**config.mk**
```make
export PLATFORM = sky130hd
export DESIGN_NAME = multiplier
export DESIGN_NICKNAME = d
export VERILOG_FILES = /design/src/rtl/multiplier.sv
export SDC_FILE = /design/constraint.sdc
export NUM_CORES = 1
export LEC_CHECK = 0
export CAP_MARGIN = 10
export CORE_MARGIN = 10
export CORE_UTILIZATION = 45
export CTS_CLUSTER_DIAMETER = 100
export DETAILED_ROUTE_END_ITERATION = 6
export PLACE_DENSITY = 0.65
export SYNTH_ARGS = -nofsm -noshare
export SYNTH_HDL_FRONTEND = slang
export SYNTH_SLANG_ARGS = --single-unit
```
**constraint.sdc**
```tcl
create_clock -name clk -period 5.32 [get_ports clk]
set_input_delay 1.064 -clock clk [delete_from_list [all_inputs] [get_ports clk]]
set_output_delay 1.064 -clock clk [all_outputs]
set_load 0.05 [all_outputs]
```
**src/rtl/multiplier.sv**
```systemverilog
// ---------------------------------------------------------------------------
// multiplier
// Sequential 10x10 unsigned shift-and-add multiplier. A start accepted in
// IDLE latches both operands, ten CALC cycles accumulate the 20-bit
// product, and the result is published with a one-cycle valid pulse.
//
// Ports
//   clk    in   1   system clock, rising-edge active
//   sclr   in   1   synchronous active-high clear, overrides all inputs
//   a_in   in  10   unsigned multiplicand, sampled when a start is accepted
//   b_in   in  10   unsigned multiplier, sampled when a start is accepted
//   start  in   1   level request, honoured only in IDLE
//   q_out  out 10   low 10 bits of the product (held until next result)
//   zro    out  1   full 20-bit product is zero
//   ovf    out  1   product bits [19:10] are nonzero
//   busy   out  1   multiplication in progress
//   valid  out  1   one-cycle pulse marking new q_out/zro/ovf
// ---------------------------------------------------------------------------
module multiplier (
    input  logic       clk,
    input  logic       sclr,
    input  logic [9:0] a_in,
    input  logic [9:0] b_in,
    input  logic       start,
    output logic [9:0] q_out,
    output logic       zro,
    output logic       ovf,
    output logic       busy,
    output logic       valid
);

    typedef enum logic [1:0] {
        ST_IDLE = 2'd0,
        ST_CALC = 2'd1,
        ST_DONE = 2'd2
    } state_t;

    state_t      state_q,  state_d;
    logic [19:0] mcand_q,  mcand_d;
    logic [9:0]  mplier_q, mplier_d;
    logic [19:0] acc_q,    acc_d;
    logic [3:0]  cnt_q,    cnt_d;
    logic [9:0]  q_out_q,  q_out_d;
    logic        zro_q,    zro_d;
    logic        ovf_q,    ovf_d;
    logic        busy_q,   busy_d;
    logic        valid_q,  valid_d;

    // Accumulator value after this cycle's conditional add.
    logic [19:0] acc_add_s;

    // Next-state and datapath logic for the IDLE/CALC/DONE sequence.
    always_comb begin
        state_d  = state_q;
        mcand_d  = mcand_q;
        mplier_d = mplier_q;
        acc_d    = acc_q;
        cnt_d    = cnt_q;
        q_out_d  = q_out_q;
        zro_d    = zro_q;
        ovf_d    = ovf_q;
        busy_d   = busy_q;
        valid_d  = valid_q;

        if (mplier_q[0] == 1'b1) begin
            acc_add_s = acc_q + mcand_q;
        end else begin
            acc_add_s = acc_q;
        end

        case (state_q)
            ST_IDLE: begin
                if (start == 1'b1) begin
                    mcand_d  = {10'd0, a_in};
                    mplier_d = b_in;
                    acc_d    = 20'd0;
                    cnt_d    = 4'd0;
                    busy_d   = 1'b1;
                    state_d  = ST_CALC;
                end else begin
                    state_d  = ST_IDLE;
                end
            end
            ST_CALC: begin
                acc_d    = acc_add_s;
                mcand_d  = {mcand_q[18:0], 1'b0};
                mplier_d = {1'b0, mplier_q[9:1]};
                cnt_d    = cnt_q + 4'd1;
                // Tenth iteration: publish the result including this add.
                if (cnt_q == 4'd9) begin
                    q_out_d = acc_add_s[9:0];
                    ovf_d   = |acc_add_s[19:10];
                    zro_d   = (acc_add_s == 20'd0);
                    busy_d  = 1'b0;
                    valid_d = 1'b1;
                    state_d = ST_DONE;
                end else begin
                    state_d = ST_CALC;
                end
            end
            ST_DONE: begin
                valid_d = 1'b0;
                state_d = ST_IDLE;
            end
            default: begin
                busy_d  = 1'b0;
                valid_d = 1'b0;
                state_d = ST_IDLE;
            end
        endcase
    end

    // State and output registers with synchronous clear.
    always_ff @(posedge clk) begin
        if (sclr) begin
            state_q  <= ST_IDLE;
            mcand_q  <= 20'd0;
            mplier_q <= 10'd0;
            acc_q    <= 20'd0;
            cnt_q    <= 4'd0;
            q_out_q  <= 10'd0;
            zro_q    <= 1'b0;
            ovf_q    <= 1'b0;
            busy_q   <= 1'b0;
            valid_q  <= 1'b0;
        end else begin
            state_q  <= state_d;
            mcand_q  <= mcand_d;
            mplier_q <= mplier_d;
            acc_q    <= acc_d;
            cnt_q    <= cnt_d;
            q_out_q  <= q_out_d;
            zro_q    <= zro_d;
            ovf_q    <= ovf_d;
            busy_q   <= busy_d;
            valid_q  <= valid_d;
        end
    end

    assign q_out = q_out_q;
    assign zro   = zro_q;
    assign ovf   = ovf_q;
    assign busy  = busy_q;
    assign valid = valid_q;

endmodule

```
* After elaboration in Yosys (flattened, before gate mapping)
Index checks and enable logic that the tools add are counted.
Word-level totals: output and inout port bits 14, memory bits (read-only) 0, input bits 23, bits in latches 0, memories kept 0, logic and storage cells 44, RAM bits 0, bits in registers 70
Cells by class: bitwise logic cells 2, equality and inequality tests 5, div/mod/pow operators 0, order comparisons 0, shifts and indexed selects 0, $mul 0, reductions and logical operators 8, add/subtract/negate cells 2, muxes and demuxes 17
Operator list (number):
- case mux 20 bit (2 select lines) | 2
- two-way mux 20 bit | 3
- adder 20 bit | 1
- zero test 20 bit | 1
- case mux 10 bit (2 select lines) | 1
- two-way mux 10 bit | 1
- OR reduction 10 bit | 1
- case mux 4 bit (2 select lines) | 1
- AND reduction 2 bit | 3
- adder 4 x 1 -> 4 bit (second input constant) | 1
- equality test 4 bit (second input constant) | 1
- two-way mux 1 bit | 4
- two-way mux 4 bit | 1
- inequality test 2 bit (second input constant) | 2
- case mux 2 bit (2 select lines) | 1
- case mux 1 bit (3 select lines) | 1
- AND reduction 3 bit | 1
- equality test 2 x 1 -> 1 bit (second input constant) | 1
- equality test 2 bit (second input constant) | 1
- zero test 2 bit | 1
- two-way mux 2 bit | 1
- NOT 1 bit | 2
- case mux 1 bit (2 select lines) | 1
- nonzero test 2 bit | 1

* Logic depth before layout (Yosys ltp)
Gate-level depths: netlist of run 1.
depth after elaboration 3, depth in mapped cells 10, mapped depth without buffers 10

* Worst setup path before layout of run 1
No wires, ideal clock.
path type register to register, start reg mcand_q[0], end reg zro_q, in the netlist zro, setup time 61 ps, arrival time 2595 ps, slack 2663 ps, data required time 5259 ps, buffers on the path 0, stages on the path, launching flop included 11, clock period less this slack 2657 ps, cell sequence dfxtp_1 > ha_1 > fa_1 > a211oi_1 > o21ai_1 > and3_1 > or3_1 > a31oi_1 > o2111ai_1 > nor4b_2 > a32o_1
On the way: longest elaborated chain between the ends 3
RTL lines:
- from (decl) | line 39 | logic [19:0] mcand_q, mcand_d;
- from (signal assigned) | line 128 | mcand_q <= mcand_d;
- adder 20 bit | line 66 | acc_add_s = acc_q + mcand_q;
- two-way mux 20 bit | line 65 | if (mplier_q[0] == 1'b1) begin
- zero test 20 bit | line 93 | zro_d = (acc_add_s == 20'd0);
- to (signal assigned) | line 133 | zro_q <= zro_d;
- to (decl) | line 44 | logic zro_q, zro_d;
Every way passes these cells. A chain may end at the register's enable or synchronous reset.

* Final worst setup path of run 1
start reg mcand_q[0], end reg ovf_q, in the netlist ovf
On the way: longest elaborated chain between the ends 3
RTL lines:
- adder 20 bit | line 66
- two-way mux 20 bit | line 65
- OR reduction 10 bit | line 92 | ovf_d = |acc_add_s[19:10];
- to (signal assigned) | line 134 | ovf_q <= ovf_d;
- to (decl) | line 45 | logic ovf_q, ovf_d;
Every way passes these cells.

==> summary.txt, run 1 <==
Outcome
  • Status: completed

Global routing
  • Largest net degree at the start of global routing: 71
  • First-pass GRT wire length: between 15 and 20 mm
  • Tot GR Track Use: 15.5%
  • Initial antenna violation count: 0
  • GRT overflow: 0
  • Via count of the first global-routing pass: ~3400

Logic synthesis
  • Sequential element share of the synthesized area: 36.3%
  • Top cell type's share of synthesized area: a little over a third
  • Number of synthesized flops with an enable pin: 0
  • Post-synth net total: approximately 530
  • Unique masters post-synth: 55
  • Area contributors post-synth: dfxtp_1, nor2_1, ha_1
  • Top-count cell post-synth: nor2_1
  • Main synth FF type: dfxtp_1
  • Yosys top cell by area: dfxtp_1
  • Async set-reset flop share out of synthesis: 0%
  • Post-Syn Area per Cell: approximately 8.0 sq um
  • Number of synthesized register bits: 70
  • Synthesized cell area: slightly below 0.004 sq mm
  • Warnings from Yosys: 0
  • Top cells by count, synth: nor2_1, dfxtp_1, nand2_1
  • Mapped Cells: around 480

Floorplan
  • Core ar.: 0.00830 sq mm
  • Die Area: 0.0127 sq mm
  • Die height: roughly 110 microns
  • Die Wd: 113 microns
  • Ports: 37
  • Initial core utilization: a little under half
  • Num rows: 33

Min path
  • Worst Hold Class: reg -> reg

Final layout
  • Final core utilization: between 50% and 60%
  • Area growth syn-to-layout: 16.1%
  • Fin nets: ~550
  • Fraction of layout instances using a drive strength above 1: 7.48%
  • Inserted Diodes: 0

STA
  • Fin crit share: between 50% and 60%
  • Pins Over Slew Limit: 0
  • RSZ-0062 raised after global routing: no
  • Final min period: about 2.9 ns
  • Slew Limit Headroom: 50.6%
  • Worst Tran Pin Value: roughly 0.74 ns
  • Fmax: 343 MHz
  • Final hold viol count: 0
  • Final Setup Violations: 0
  • TNS Setup: 0 ns
  • Fin Clk Skew: roughly 0.014 ns

Pwr
  • Pleak: about 0.0018 uW
  • Sequential power share: between 40% and 50%
  • VDD IR-drop max: ~0.15 mV
  • Internal power: around 860 uW
  • Switching fraction of total power: between 20% and 30%
  • Clk pwr share: about two fifths
  • PwrDens: 262 mW/mm^2
  • Net Switching: around 310 uW
  • Combinational power share: between 10% and 20%

Detailed routing
  • Via count: ~3500
  • Wire per inst: between 15 and 20 microns
  • Final WL: roughly 10 mm
  • Initial DRT Pass Iterations: 5
  • DRT iter0 DRCs: around 280
  • Vias per cell: approximately 5.8
  • DRC errors left: 0
  • Post-DRT Antenna Nets: 0

Worst setup path
  • Critical-path maximum fanout: 5
  • Crit-path cells: ha_1, fa_1, a211oi_1, o21ai_1, and3_1, or3_1, a31oi_1, o2111ai_1, nor4b_2, nor3_1
  • Critical path required time: ~5.5 ns
  • CP max-delay cell: fa_1
  • CP peak stage delay: approximately 0.43 ns
  • WP buf/inv: 0
  • Worst setup SP type: register
  • Critical Path End Type: register
  • Setup CP Type: reg -> reg
  • Worst Path Arrival: approximately 3.1 ns
  • Cell family with most CP delay: simple AND/OR/NAND/NOR gates

Flow run
  • Max-cap violations: 0

CTS
  • H-tree levels: 3
  • Clk_lat worst skew: approximately 0.36 ns
  • Post-cts sizing count: 0
  • Post-CTS Setup Bufs: 0
  • CTS Buf Count: 9
  • Clk root buf: clkbuf_8
  • Clock transition at path regs: around 0.08 ns
  • CTS Sinks: 70
  • CTS hold repair buffers: 0
  • Max Root-Sink Buffers: 2
  • TritonCTS clock tree: done

Placed design
  • PortBufs: 36
  • Final Wtd Congestion: around 0.9
  • Detail Placement HPWL: about 6.8 mm
worst register-to-register path, delay by kind of cell (launching register included):
| family | cells | cell delay, ns |
|---|---|---|
| compound gates | 4 | 0.74 |
| fa+ha+maj | 2 | 0.68 |
| simple gates | 4 | 1.03 |
| flops | 1 | 0.33 |
power groups by stage:
stage	Combinational, uW	Sequential, uW	Clock (uW)
3_3_place_gp	134	566	0
4_1_cts	137	554	492
5_1_grt	151	557	512
3_5_place_dp	136	567	0
2_1_floorplan	95.2	564	0
6_report	137	554	481
cell usage in the layout, fill, tap and decap left out, types with 3 or more instances in the layout:
cell type and count:
nand2_1 64, dfxtp_1 70, nor3_1 9, nor2_1 93, clkbuf_8 9, nand3_1 6
a21o_1 4, a32oi_1 4, o21ai_0 13, a311oi_1 19, a31oi_1 4, a22oi_1 20
a211oi_1 11, ha_1 21, nor4_1 3, clkdlybuf4s50_1 35, xnor2_1 9, mux2_2 3
o211ai_1 4, xor2_1 6, a21oi_1 35, buf_4 5, mux2i_1 10
worst paths after layout:
check	start	end	slack, ns	depth (start not counted)
hold reg to reg	mplier_q[2]$_SDFFE_PP0P_	mplier_q[1]$_SDFFE_PP0P_	0.48	2
hold / removal	mplier_q[2]$_SDFFE_PP0P_	mplier_q[1]$_SDFFE_PP0P_	0.48	2
setup / recovery	mcand_q[0]$_SDFFE_PP0P_	ovf$_SDFFE_PP0P_	2.40	10
setup reg to reg	mcand_q[0]$_SDFFE_PP0P_	ovf$_SDFFE_PP0P_	2.40	10
kinds of logic after synthesis:
logic type,Yosys count,share of synthesized area (%)
AO/OA/AOI/OAI,136,25.0
AND/OR/NAND/NOR,192,21.0
XOR/XNOR,15,3.40
buffers and inverters,34,3.60
flip-flops,70,36.3
multiplexers,13,3.47
adder cells (fa/ha/maj),22,7.32
metal layers:
metal	global-route usage [%]	vias up	share of wire, %
met5	0	-	0
met4	5.25	0	0.91
met3	4.47	7	6.5
met2	23.8	80	44
met1	20.3	1652	48
li1	-	1789	-
state kept, by name, indices dropped and copies added (netlist names), 2 cells and up:
signal	cells
mcand_q	20
acc_q	20
cnt_q	4
q_out	10
state_q	2
mplier_q	10
through the flow:
stage               hold WS, ns  instance area (sq um)  total power, uW  std cells  setup slack [ns]
detailed placement        0.472                   4260              702        597              2.40
finish                    0.482                   4480             1170        613              2.40
global placement          0.461                   4260              700        597              2.46
global route              0.504                   4480             1220        613              2.20
CTS                       0.485                   4480             1180        613              2.39
floorplan                 0.455                   3860              659        482              2.66
cell type report:
cell class | count | area, sq um
tap | 105 | 131
clock inverter | 7 | 95.1
clock buffer | 9 | 124
sequential | 70 | 1400
inverter | 3 | 11.3
fill | 756 | 3820
timing repair buffer | 41 | 393
multi-input combinational | 378 | 2330
Note: power is estimated with default switching activity, not from simulation.
==> run 2: changes to the inputs <==
Settings changed: PLACE_DENSITY 0.65 to 0.68.
Clock period 5.32 ns to 2.64 ns, I/O delays scaled along.
==> run 2 against run 1 <==
The flow now finishes with violations (negative setup slack). Global-route usage up 0.99 points. Clock power is 91% higher. Clock skew rose by 0.0050 ns. Utilization grew 3.8 points. Design area rose by 7.0%. Sequential share of layout area is 1.9 points lower. Sequential cell count is the same. Non-clock buffer count grew 21. Critical path depth shrank 1. Setup slack worse by 2.5 ns. Worst hold slack better by 0.0041 ns. Largest cell class unchanged.
==> summary.txt, run 2 (synthesis results as in run 1) <==
Worst setup path
  • Crit path to: zro$_SDFFE_PP0P_
  • FF-to-FF setup slack: -0.06 ns
  • Setup CP Type: reg -> reg
  • RR Startpoint: acc_q[11]$_SDFFE_PP0P_
  • Critical R2R Capture: zro$_SDFFE_PP0P_
  • FF-to-FF path depth: 9
  • Worst Path Arrival: 3.02 ns
  • Critical Path End Type: register
  • Worst setup SP type: register
  • Critical path required time: ~3.0 ns
  • Critical-path maximum fanout: 5
  • Critical Path Start: acc_q[11]$_SDFFE_PP0P_

Min path
  • Cells on Worst Hold Path: 2
  • Worst Hold Class: reg -> reg

CTS
  • CTS Buf Count: 9
  • TritonCTS clock tree: done
  • Clk_lat worst skew: between 0.3 and 0.4 ns
  • Max Root-Sink Buffers: 2
  • H-tree levels: 3
  • CTS Sinks: 70
  • Clock transition at path regs: roughly 0.090 ns
  • Clk root buf: clkbuf_8

STA
  • Fin Clk Skew: a little under 0.02 ns
  • Final Setup Violations: 2
  • Final hold viol count: 0
  • Slew Limit Headroom: 26.5%
  • RSZ-0062 raised after global routing: yes
  • Pins Over Slew Limit: 0
  • Final WS setup: -0.0639 ns
  • Fin crit share: 102%
  • Final min period: around 2.7 ns
  • Worst Tran Pin Value: approximately 1.1 ns
  • Fmax: 370 MHz
  • TNS Setup: -0.0937 ns

Outcome
  • Violated checks: negative setup slack
  • Status: finished with violations

Final layout
  • Fin nets: about 570
  • Inserted Diodes: 0
  • Number of fill cells in the layout: roughly 760
  • Most common cell after layout, fill and taps aside: nor2_1
  • Area growth syn-to-layout: 24.2%
  • Fraction of layout instances using a drive strength above 1: 17.0%
  • Finished Cell Area: around 0.0048 sq mm
  • Most frequent cells in the layout: nor2_1, nand2_1, dfxtp_1, clkdlybuf4s50_1, a21oi_1
  • Final core utilization: just under 60%
  • Largest regs: acc_q (20), mcand_q (20)

Pwr
  • PwrDens: 489 mW/mm^2
  • Pleak: between 0.0015 and 0.002 uW
  • VDD IR-drop max: roughly 0.41 mV

Detailed routing
  • Vias per cell: ~5.8
  • M1 WL: approximately 4.9 mm
  • Met3 routed WL: about 600 microns
  • DRC errors left: 0
  • Initial DRT Pass Iterations: 4
  • Via count: 3708
  • Post-DRT Antenna Nets: 0
  • Final WL: about 11 mm
  • Wire per inst: around 17 microns
  • DR WL met2: between 5 and 6 mm
  • Top Layer Used: met4
  • DRT iter0 DRCs: 280

Floorplan
  • Core ar.: 0.00830 sq mm
  • Die height: between 100 and 150 microns
  • Ports: 37
  • Die Area: between 0.01 and 0.015 sq mm
  • Num rows: 33
  • Initial core utilization: 46.5%
  • Die Wd: 113 microns

Placed design
  • Placed inst area: roughly 0.0044 sq mm
  • Final Wtd Congestion: about 0.87
  • Detail Placement HPWL: around 7.2 mm
  • PortBufs: 36

Global routing
  • Via count of the first global-routing pass: 3643
  • Initial antenna violation count: 0
  • GRT overflow: 0
  • Largest net degree at the start of global routing: 44
  • Tot GR Track Use: 16.5%
  • First-pass GRT wire length: ~18 mm

Flow run
  • Max-cap violations: 0
==> run 2: changes by cell type in the layout (fill, tap and decap cells not counted), sizes merged <==
cell / change
buf: +21
bufinv: -1
clkinv: -1
inv: +2
==> run 2: what timing repair did <==
| item | 4_1_cts | 5_1_grt |
|---|---|---|
| pin swaps | 11 | 12 |
| gates resized for setup | 10 | 24 |
| setup buffers | 2 | 3 |
| hold buffers | 0 | 0 |
| hold endpoints to repair | 0 | 0 |
| endpoints found under the setup margin | 2 | 3 |
==> run 2: per-stage QoR <==
stage          hold WS (ns)  instances  worst slack (ns)  total power [uW]
3_3_place_gp          0.461        613            -0.138              1420
6_report              0.486        634           -0.0639              2340
4_1_cts               0.486        631            -0.106              2340
2_1_floorplan         0.455        482            0.0344              1330
5_1_grt               0.498        634            -0.164              2440
3_5_place_dp          0.472        613            -0.175              1430
==> run 2: worst min path at each step <==
stage / endpoint / from / slack (ns)
floorplan: mplier_q[1]$_SDFFE_PP0P_ / mplier_q[2]$_SDFFE_PP0P_ / 0.46
global placement: mplier_q[1]$_SDFFE_PP0P_ / mplier_q[2]$_SDFFE_PP0P_ / 0.46
detailed placement: mplier_q[1]$_SDFFE_PP0P_ / mplier_q[2]$_SDFFE_PP0P_ / 0.47
CTS: mplier_q[1]$_SDFFE_PP0P_ / mplier_q[2]$_SDFFE_PP0P_ / 0.49
global route: mplier_q[1]$_SDFFE_PP0P_ / mplier_q[2]$_SDFFE_PP0P_ / 0.50
finish: mplier_q[2]$_SDFFE_PP0P_ / mplier_q[3]$_SDFFE_PP0P_ / 0.49
==> run 2: per-layer routing <==
metal  vias to the layer above  GRT usage, %
met5                         -             0
met4                         0          4.57
met3                        24          5.54
met2                        90          26.3
met1                      1771          20.6
li1                       1823             -
==> run 2: layout make-up <==
class | instances | area, sq um | area share, %
inverter | 3 | 11.3 | 0.235
clock buffer | 9 | 124 | 2.58
sequential | 70 | 1410 | 29.4
timing repair buffer | 62 | 551 | 11.5
multi-input combinational | 378 | 2490 | 51.9
clock inverter | 7 | 77.6 | 1.62
tap | 105 | 131 | 2.74
==> run 2: worst max-delay path: stages, from the launching register on <==
cell and delay (ns):
dfxtp_1 0.41, ha_2 0.35, nand2_1 0.10, nor2_1 0.07, a221o_1 0.43, or3_4 0.42, a31oi_4 0.21, o2111ai_2 0.15
nor4b_2 0.35, a32o_2 0.17
==> run 2: where the power goes <==
group / switching [uW] / internal (uW) / total [uW]
Sequential: 29.1 / 1090 / 1120
Combinational: 183 / 124 / 307
Clock: 471 / 448 / 919
